<file path="config.mk">
export PLATFORM = sky130hd
export DESIGN_NAME = seg_disp_arb
export DESIGN_NICKNAME = d
export VERILOG_FILES = /design/src/rtl/seg_disp_arb.sv
export SDC_FILE = /design/constraint.sdc
export NUM_CORES = 1
export LEC_CHECK = 0
export BUFFER_PORTS_ARGS = -buffer_cell sky130_fd_sc_hd__buf_2
export CAP_MARGIN = 30
export CORE_ASPECT_RATIO = 1.75
export CORE_MARGIN = 5
export CORE_UTILIZATION = 48
export CTS_BUF_LIST = sky130_fd_sc_hd__clkbuf_4 sky130_fd_sc_hd__clkbuf_8
export DETAILED_ROUTE_END_ITERATION = 10
export PLACE_DENSITY_LB_ADDON = 0.25
export SETUP_SLACK_MARGIN = 0.05
export SYNTH_ARGS = -nofsm -noshare
export SYNTH_HDL_FRONTEND = slang
export SYNTH_SLANG_ARGS = --single-unit
</file>
<file path="constraint.sdc">
create_clock -name clk -period 1.8 [get_ports clk]
set_input_delay 0.45 -clock clk [delete_from_list [all_inputs] [get_ports clk]]
set_output_delay 0.45 -clock clk [all_outputs]
set_load 0.05 [all_outputs]
</file>
<file path="src/rtl/seg_disp_arb.sv">
// seg_disp_arb: round-robin arbiter that lets one of three requesters own a
// 4-digit seven-segment display for a fixed number of scan ticks. A free
// running prescaler produces the digit-advance strobe; the arbiter latches the
// winner's value into disp_data and holds it for HOLD_TICKS strobes, or less
// if the owner drops its request.
module seg_disp_arb #(
  parameter int SCAN_DIV   = 50000,  // clk cycles per scan_tick (2..65535)
  parameter int HOLD_TICKS = 500     // scan_ticks per grant window (1..1023)
) (
  input  logic        clk,
  input  logic        rst_n,
  input  logic [2:0]  req,
  input  logic [15:0] data0,
  input  logic [15:0] data1,
  input  logic [15:0] data2,
  output logic [2:0]  grant,
  output logic [15:0] disp_data,
  output logic        scan_tick,
  output logic        switch_p
);

  localparam logic [15:0] PRESC_MAX = 16'(SCAN_DIV - 1);
  localparam logic [9:0]  HOLD_MAX  = 10'(HOLD_TICKS - 1);

  typedef enum logic {
    IDLE = 1'b0,
    SHOW = 1'b1
  } state_t;

  // Registered state and outputs
  state_t      state_q, state_d;
  logic [15:0] presc_q, presc_d;
  logic        scan_tick_q, scan_tick_d;
  logic [9:0]  hold_q, hold_d;
  logic [1:0]  last_q, last_d;
  logic [2:0]  grant_q, grant_d;
  logic [15:0] disp_q, disp_d;
  logic        switch_q, switch_d;

  // Arbitration results
  logic        win_valid;
  logic [1:0]  win_idx;
  logic [2:0]  win_onehot;
  logic [15:0] win_data;

  // Handover conditions
  logic        expiry;
  logic        owner_req;
  logic        load;

  // Successor of a requester index in the 0 -> 1 -> 2 -> 0 ring.
  function automatic logic [1:0] inc3(input logic [1:0] x);
    return (x == 2'd2) ? 2'd0 : x + 2'd1;
  endfunction

  // Free-running prescaler; the strobe fires the cycle after it reaches its top.
  always_comb begin
    presc_d     = (presc_q == PRESC_MAX) ? 16'd0 : presc_q + 16'd1;
    scan_tick_d = (presc_q == PRESC_MAX);
  end

  // Round-robin search starting just after the most recent grantee; the last
  // grantee itself is visited last, so a lone requester is re-granted.
  always_comb begin : arb_search
    logic [1:0] idx;
    idx       = last_q;
    win_valid = 1'b0;
    win_idx   = 2'd0;
    for (int k = 0; k < 3; k++) begin
      idx = inc3(idx);
      if (!win_valid && req[idx]) begin
        win_valid = 1'b1;
        win_idx   = idx;
      end
    end
  end

  // One-hot form of the winner index.
  for (genvar gi = 0; gi < 3; gi++) begin : g_onehot
    assign win_onehot[gi] = win_valid && (win_idx == 2'(gi));
  end

  // Select the winner's display value.
  always_comb begin
    case (win_idx)
      2'd0:    win_data = data0;
      2'd1:    win_data = data1;
      default: win_data = data2;
    endcase
  end

  // Next-state logic: load on a new win, count strobes while showing,
  // and hand over on window expiry or when the owner releases early.
  always_comb begin
    state_d   = state_q;
    grant_d   = grant_q;
    disp_d    = disp_q;
    last_d    = last_q;
    hold_d    = hold_q;
    switch_d  = 1'b0;
    load      = 1'b0;
    expiry    = scan_tick_q && (hold_q == HOLD_MAX);
    owner_req = |(req & grant_q);

    case (state_q)
      IDLE: begin
        grant_d = 3'b000;
        if (win_valid) begin
          load = 1'b1;
        end
      end
      SHOW: begin
        if (expiry || !owner_req) begin
          // Expiry takes precedence; an early release on the same cycle
          // resolves identically because the owner's bit is then clear.
          if (win_valid) begin
            load = 1'b1;
          end else begin
            state_d = IDLE;
            grant_d = 3'b000;
            hold_d  = 10'd0;
          end
        end else if (scan_tick_q) begin
          hold_d = hold_q + 10'd1;
        end
      end
      default: begin
        state_d = IDLE;
        grant_d = 3'b000;
      end
    endcase

    if (load) begin
      state_d  = SHOW;
      grant_d  = win_onehot;
      disp_d   = win_data;
      last_d   = win_idx;
      hold_d   = 10'd0;
      switch_d = 1'b1;
    end
  end

  // State and output registers; reset clears everything except last, which
  // points at requester 2 so requester 0 is first in line.
  always_ff @(posedge clk or negedge rst_n) begin
    if (!rst_n) begin
      state_q     <= IDLE;
      presc_q     <= 16'd0;
      scan_tick_q <= 1'b0;
      hold_q      <= 10'd0;
      last_q      <= 2'd2;
      grant_q     <= 3'b000;
      disp_q      <= 16'h0000;
      switch_q    <= 1'b0;
    end else begin
      state_q     <= state_d;
      presc_q     <= presc_d;
      scan_tick_q <= scan_tick_d;
      hold_q      <= hold_d;
      last_q      <= last_d;
      grant_q     <= grant_d;
      disp_q      <= disp_d;
      switch_q    <= switch_d;
    end
  end

  assign grant     = grant_q;
  assign disp_data = disp_q;
  assign scan_tick = scan_tick_q;
  assign switch_p  = switch_q;

endmodule

</file>
==> metrics, run 1 <==
worst slew pin tran=0.436 ns; Final Hold Vio Count=0; largest cells by area after synthesis=dfrtp_1 (50%), a222oi_1 (6.9%), mux2i_1 (6.5%), inv_1 (3.2%), xnor2_1 (2.5%); final non-filler cell total=approximately 400; Die ar.=about 6700 um^2; Post-synth EDFFs=0; Comb power frac=52.4%; GRT Residual Overflow=0; P_leak=about 1.7 nW; DRT Wirelength=6410 um; RR Endpoint=hold_q[6]; final setup fails=0; Die Y=105 um; cell family with most CP delay=compound AO/OA/AOI/OAI gates; CP Capture Type=flop; latest clock arrival within the worst-skew pair=roughly 0.30 ns; Setup crit start kind=flop; Final ANT Viol Nets=0; Post-Syn Instances=235; PortBufs=73; clk buf depth=2; Core ar.=roughly 5000 um^2; Synth area leader=dfrtp_1; slowest CP cell=or4_4; Ys Warns=0; Post-Place Cells=391; maxcap violations=0; Clk pwr share=between 10% and 20%; vias in the first global route=roughly 2200; CP Cell Sequence=a222oi_1, buf_4, o31ai_2, buf_4, or4_4, a21oi_2; Hold Crit Class=primary input to asynchronous set/reset pin; R2R setup slack=0.03 ns; fraction of registers with async set or reset after synthesis=100%; global-route usage over all layers=a little under a fifth; layout cells sized above 1=between 40 and 50%; Bufs and invs on worst path=2; CP max stage delay=0.42 ns; row cnt=34; Worst path most repeated cell=buf_4; Seq pwr share=about a third; CTS tree=yes; Max Clock Freq=between 0.5 and 0.6 GHz; period utilisation layout=a little over nine tenths; dpl hpwl=4770 um; VDD IR max=between 1 and 1.5 mV; antenna cells=0; Final Skew=a little under 0.006 ns; Root Driver=clkbuf_8; hold buffers post-CTS=0; Clock Pin Slew Worst Setup and Hold Paths=0.09 ns; WS Path Type=flop to flop; relative slew slack=~71%; WP data arrival=2.00 ns; Area Overhead vs Synth=36.8%; Finished Core Util=between 60% and 70%; # IOs=74; vias per cell=5.75; GP Congestion=between 0.8 and 0.9; register area share after synthesis=50.6%; switching portion of total power=43.7%; largest net degree at the start of global routing=just over 50; distinct cell type count after synthesis=43; pins over their slew limit=0; Synth Register Bits=50; Power Internal=2.64 mW; RSZ-0062 raised after global routing=yes; first-pass GRT wire length=approximately 10000 um; fill cell count=between 300 and 400; critical path required time=2.03 ns; CP max FO=6; launch point of the worst reg-to-reg path=grant[0]; WL per Instance=between 15 and 20 um; cells on worst reg2reg path=6; Sink Count=50; nets=~400; min Tclk post-route=around 1.8 ns; cts bufs inserted=5; Syn Area/Cell=about 11 um^2; Sw Pwr=approximately 2.0 mW; power density cells=1380 nW/um^2; via count=~2300; die width=roughly 64 um; H-tree lvl count=2; initial antenna violation count=0; Initial Util=between 40 and 50%; commonest register cell after synthesis=dfrtp_1; Post-Syn Nets=290; Post-route DRC=0; post-synth design cell area=around 2500 um^2; Iter 0 DRT Violations=209; Initial DRT Pass Iterations=8; top-area cell type share of the netlist area=around half; run status=completed
registers in the layout, summed over array words and instances, names as in the netlist:
| signal | cells |
|---|---|
| state_q | 1 |
| disp_data | 16 |
| presc_q | 16 |
| last_q | 2 |
| hold_q | 10 |
| scan_tick | 1 |
| grant | 3 |
| switch_p | 1 |
logic make-up after synthesis:
group,synth area share (%)
AOI/OAI and AO/OA,15.3
xor gates and xnor gates,4.25
adders and majority gates,1.01
buffers and inverters,5.06
DFF,50.6
muxes,7.38
and+or+nand+nor,16.4
cells in the mapped netlist (2+ instances only):
master,count
o21ai_0,10
nand2_1,14
and4_1,3
a22o_1,3
ha_1,2
nand3_1,9
dfrtp_1,49
xnor2_1,7
nor3_1,2
o31ai_1,4
nor2_1,12
o311ai_0,2
nor2b_1,5
nor4b_1,2
or3_1,7
mux2i_1,16
inv_1,21
or4_1,3
a21oi_1,9
a222oi_1,17
clkbuf_1,6
nand4_1,7
xor2_1,5
cell usage in the layout, fill, tap and decap left out, drive strengths merged, types with 4 or more instances in the layout:
cell type | netlist | final
a21oi | 9 | 9
a222oi | 17 | 17
buf | 3 | 114
clkbuf | 6 | 7
dfrtp | 49 | 49
inv | 21 | 21
mux2i | 16 | 16
nand2 | 14 | 14
nand3 | 9 | 9
nand4 | 7 | 7
nor2 | 12 | 12
nor2b | 5 | 5
o21ai | 11 | 11
o31ai | 4 | 4
or3 | 7 | 7
xnor2 | 7 | 7
xor2 | 5 | 5
worst max-delay path by stage:
| stage | endpoint | slack, ns | start | cells past startpoint |
|---|---|---|---|---|
| after CTS | disp_data[5] | 0.02 | grant[0] | 7 |
| final | hold_q[6] | 0.03 | grant[0] | 6 |
| after global routing | hold_q[6] | -0.07 | grant[0] | 6 |
| after floorplan | last_q[1] | -0.12 | grant[0] | 5 |
| after global placement | hold_q[3] | -0.26 | req[0] | 6 |
| after detailed placement | hold_q[9] | -0.30 | req[0] | 6 |
power groups by stage:
stage               combinational (mW)  sequential [mW]  clock (mW)
floorplan                        0.716             2.33           0
global placement                  2.31             1.53           0
detailed placement                2.34             1.53           0
CTS                               2.40             1.51       0.744
global route                      2.59             1.55       0.791
finish                            2.45             1.51       0.716
through the flow:
stage	setup TNS, ns	worst slack [ns]	total power [mW]	hold WS (ns)	instance area, um^2
2_1_floorplan	-0.559	-0.115	3.05	0.154	2480
3_3_place_gp	-6.40	-0.258	3.83	0.457	3190
3_5_place_dp	-7.03	-0.296	3.86	0.460	3190
4_1_cts	0	0.0239	4.65	0.127	3330
5_1_grt	-0.506	-0.0655	4.93	0.132	3380
6_report	0	0.0329	4.68	0.123	3380
cell type report:
class | count | area, um^2 | area share, %
repair buffers | 114 | 719 | 21.3
clock buffers | 7 | 96.3 | 2.85
multi-input cells | 155 | 1160 | 34.2
flip-flops and latches | 50 | 1260 | 37.2
inverters | 21 | 78.8 | 2.33
well taps | 54 | 67.6 | 2.00
clock inverters | 1 | 8.76 | 0.259
layer usage:
layer  share of wire, %  GRT usage (%)  vias up
li1                   -              -     1099
met1                 38           23.4     1156
met2                 57           31.7       53
met3                3.8           3.22        4
met4                1.2           7.57        0
met5                  0              0        -
what timing repair did:
item / in CTS / in global routing
buffers inserted: 1 / 1
pin swaps: 4 / 11
cloned: 0 / 1
gates resized for setup: 8 / 10
setup endpoints to repair: 28 / 27
Power figures use the tool's default switching activity.
==> run 2: changes to the inputs <==
--- a/config.mk
+++ b/config.mk
@@ -9,7 +9,7 @@
 export CAP_MARGIN = 30
 export CORE_ASPECT_RATIO = 1.75
 export CORE_MARGIN = 5
-export CORE_UTILIZATION = 48
+export CORE_UTILIZATION = 53
 export CTS_BUF_LIST = sky130_fd_sc_hd__clkbuf_4 sky130_fd_sc_hd__clkbuf_8
 export DETAILED_ROUTE_END_ITERATION = 10
 export PLACE_DENSITY_LB_ADDON = 0.25
==> constraint.sdc (replaced) <==
create_clock -name clk -period 2 [get_ports clk]
set_input_delay 0.5 -clock clk [delete_from_list [all_inputs] [get_ports clk]]
set_output_delay 0.5 -clock clk [all_outputs]
set_load 0.01 [all_outputs]
==> metrics, run 2 (same netlist as run 1, synthesis figures left out) <==
PortBufs=73; RSZ-0062 raised after global routing=no; pre-CTS WS=-0.0145 ns; via count=roughly 2200; # IOs=between 70 and 80; initial antenna violation count=0; nets=about 380; launch point of the worst reg-to-reg path=grant[0]; Post-Place Cells=approximately 370; R2R setup slack=0.19 ns; min Tclk post-route=1.81 ns; clk buf depth=2; latest clock arrival within the worst-skew pair=around 0.30 ns; worst slew pin tran=~0.49 ns; Max Clock Freq=roughly 0.55 GHz; maxcap violations=0; Initial DRT Pass Iterations=6; Die Y=between 100 and 150 um; Root Driver=clkbuf_8; row cnt=33; WP data arrival=between 2 and 2.5 ns; die width=61.7 um; Worst path most repeated cell=buf_4; slowest CP cell=dfrtp_1; vias in the first global route=approximately 2200; antenna cells=0; vias per cell=around 5.9; WL per Instance=~17 um; CTS tree=yes; WS Path Type=flop to flop; Post-CTS Setup Bufs=0; Final ANT Viol Nets=0; critical path required time=2.23 ns; DRT Wirelength=6390 um; relative slew slack=roughly two thirds; Sink Count=50; Hold Crit Class=primary input to asynchronous set/reset pin; Sum Neg Setup Slack=0 ns; most frequent cells in the layout=buf_2 (73), dfrtp_1 (49), inv_1 (21); run status=completed; P_leak=~1.6 nW; global-route usage over all layers=between 20 and 25%; Post-route DRC=0; VDD IR max=between 0.9 and 1 mV; Iter 0 DRT Violations=approximately 160; largest net degree at the start of global routing=35; Clock Pin Slew Worst Setup and Hold Paths=0.09 ns; RR Endpoint=hold_q[6]; Setup crit start=grant[0]; cells on worst reg2reg path=6; post-layout power=between 3 and 4 mW; period utilisation layout=90.6%; GP Congestion=approximately 0.84; final setup fails=0; cts bufs inserted=5; Area Overhead vs Synth=26.4%; layout cells sized above 1=between 30% and 40%; CTS resizes=0; power density cells=between 1000 and 1500 nW/um^2; pins over their slew limit=0; dpl hpwl=4890 um; CP max FO=15; H-tree lvl count=2; Final Hold Vio Count=0; Core ar.=between 4000 and 5000 um^2; most common cell after layout, fill and taps aside=buf_2; CP Cell Sequence=a222oi_1, buf_4, o31ai_1, buf_4, or4_1, a21oi_1; first-pass GRT wire length=10300 um; GRT Residual Overflow=0; Final Skew=around 0.012 ns; CP max stage delay=~0.4 ns; hold buffers post-CTS=0; Finished Core Util=around two thirds; Initial Util=53.5%; CP Capture Type=flop; Die ar.=roughly 6200 um^2; Setup crit start kind=flop; final worst setup slack=around 0.19 ns; final non-filler cell total=around 380
-- run 2: cell types whose count changed in the layout (fill, tap and decap cells not counted), moves of 2 or more --
cell / delta
dfrtp_1: +4
o31ai_1: +2
buf_6: -3
buf_4: -19
dfrtp_2: -4
nor2_2: -2
o31ai_2: -2
nor2_1: +2
-- run 2: where the power goes --
part | leakage [nW] | switching [mW] | internal, mW
Sequential | 0.635 | 0.130 | 1.24
Combinational | 0.859 | 0.683 | 0.589
Clock | 0.0573 | 0.320 | 0.400
-- run 2: worst max-delay path: cells and delay by family, from the launching register on --
family	cells	cell delay, ns
buf+inv	2	0.36
compound gates	3	0.57
flops	1	0.41
simple gates	1	0.40
-- run 2: area by class of cell --
cell class	count	area, um^2
Timing Repair Buffer	90	518
Fill cell	367	1500
Tap cell	52	65.1
Clock inverter	1	30.0
Clock buffer	6	82.6
Multi-Input combinational cell	155	1100
Sequential cell	50	1250
Inverter	21	78.8
-- run 2: worst max-delay path by stage --
stage / end / slack [ns] / cells after the start
final: hold_q[6] / 0.19 / 6
after global routing: disp_data[14] / 0.06 / 6
after CTS: hold_q[6] / 0.1 / 5
after detailed placement: hold_q[6] / -0.01 / 6
after global placement: hold_q[7] / 0.002 / 6
after floorplan: last_q[1] / 0.11 / 5
-- run 2: metal layers --
layer	track usage (%)	wire length, um	vias to the layer above
li1	-	-	1052
met1	26.2	2310	1093
met2	38.6	3600	72
met3	4.76	364	10
met4	8.01	113	0
met5	0	0	-
-- run 2: per-stage QoR --
stage / instance area (um^2) / hold WS [ns]
2_1_floorplan: 2470 / 0.204
3_3_place_gp: 3010 / 0.462
3_5_place_dp: 3010 / 0.471
4_1_cts: 3120 / 0.133
5_1_grt: 3130 / 0.147
6_report: 3130 / 0.133
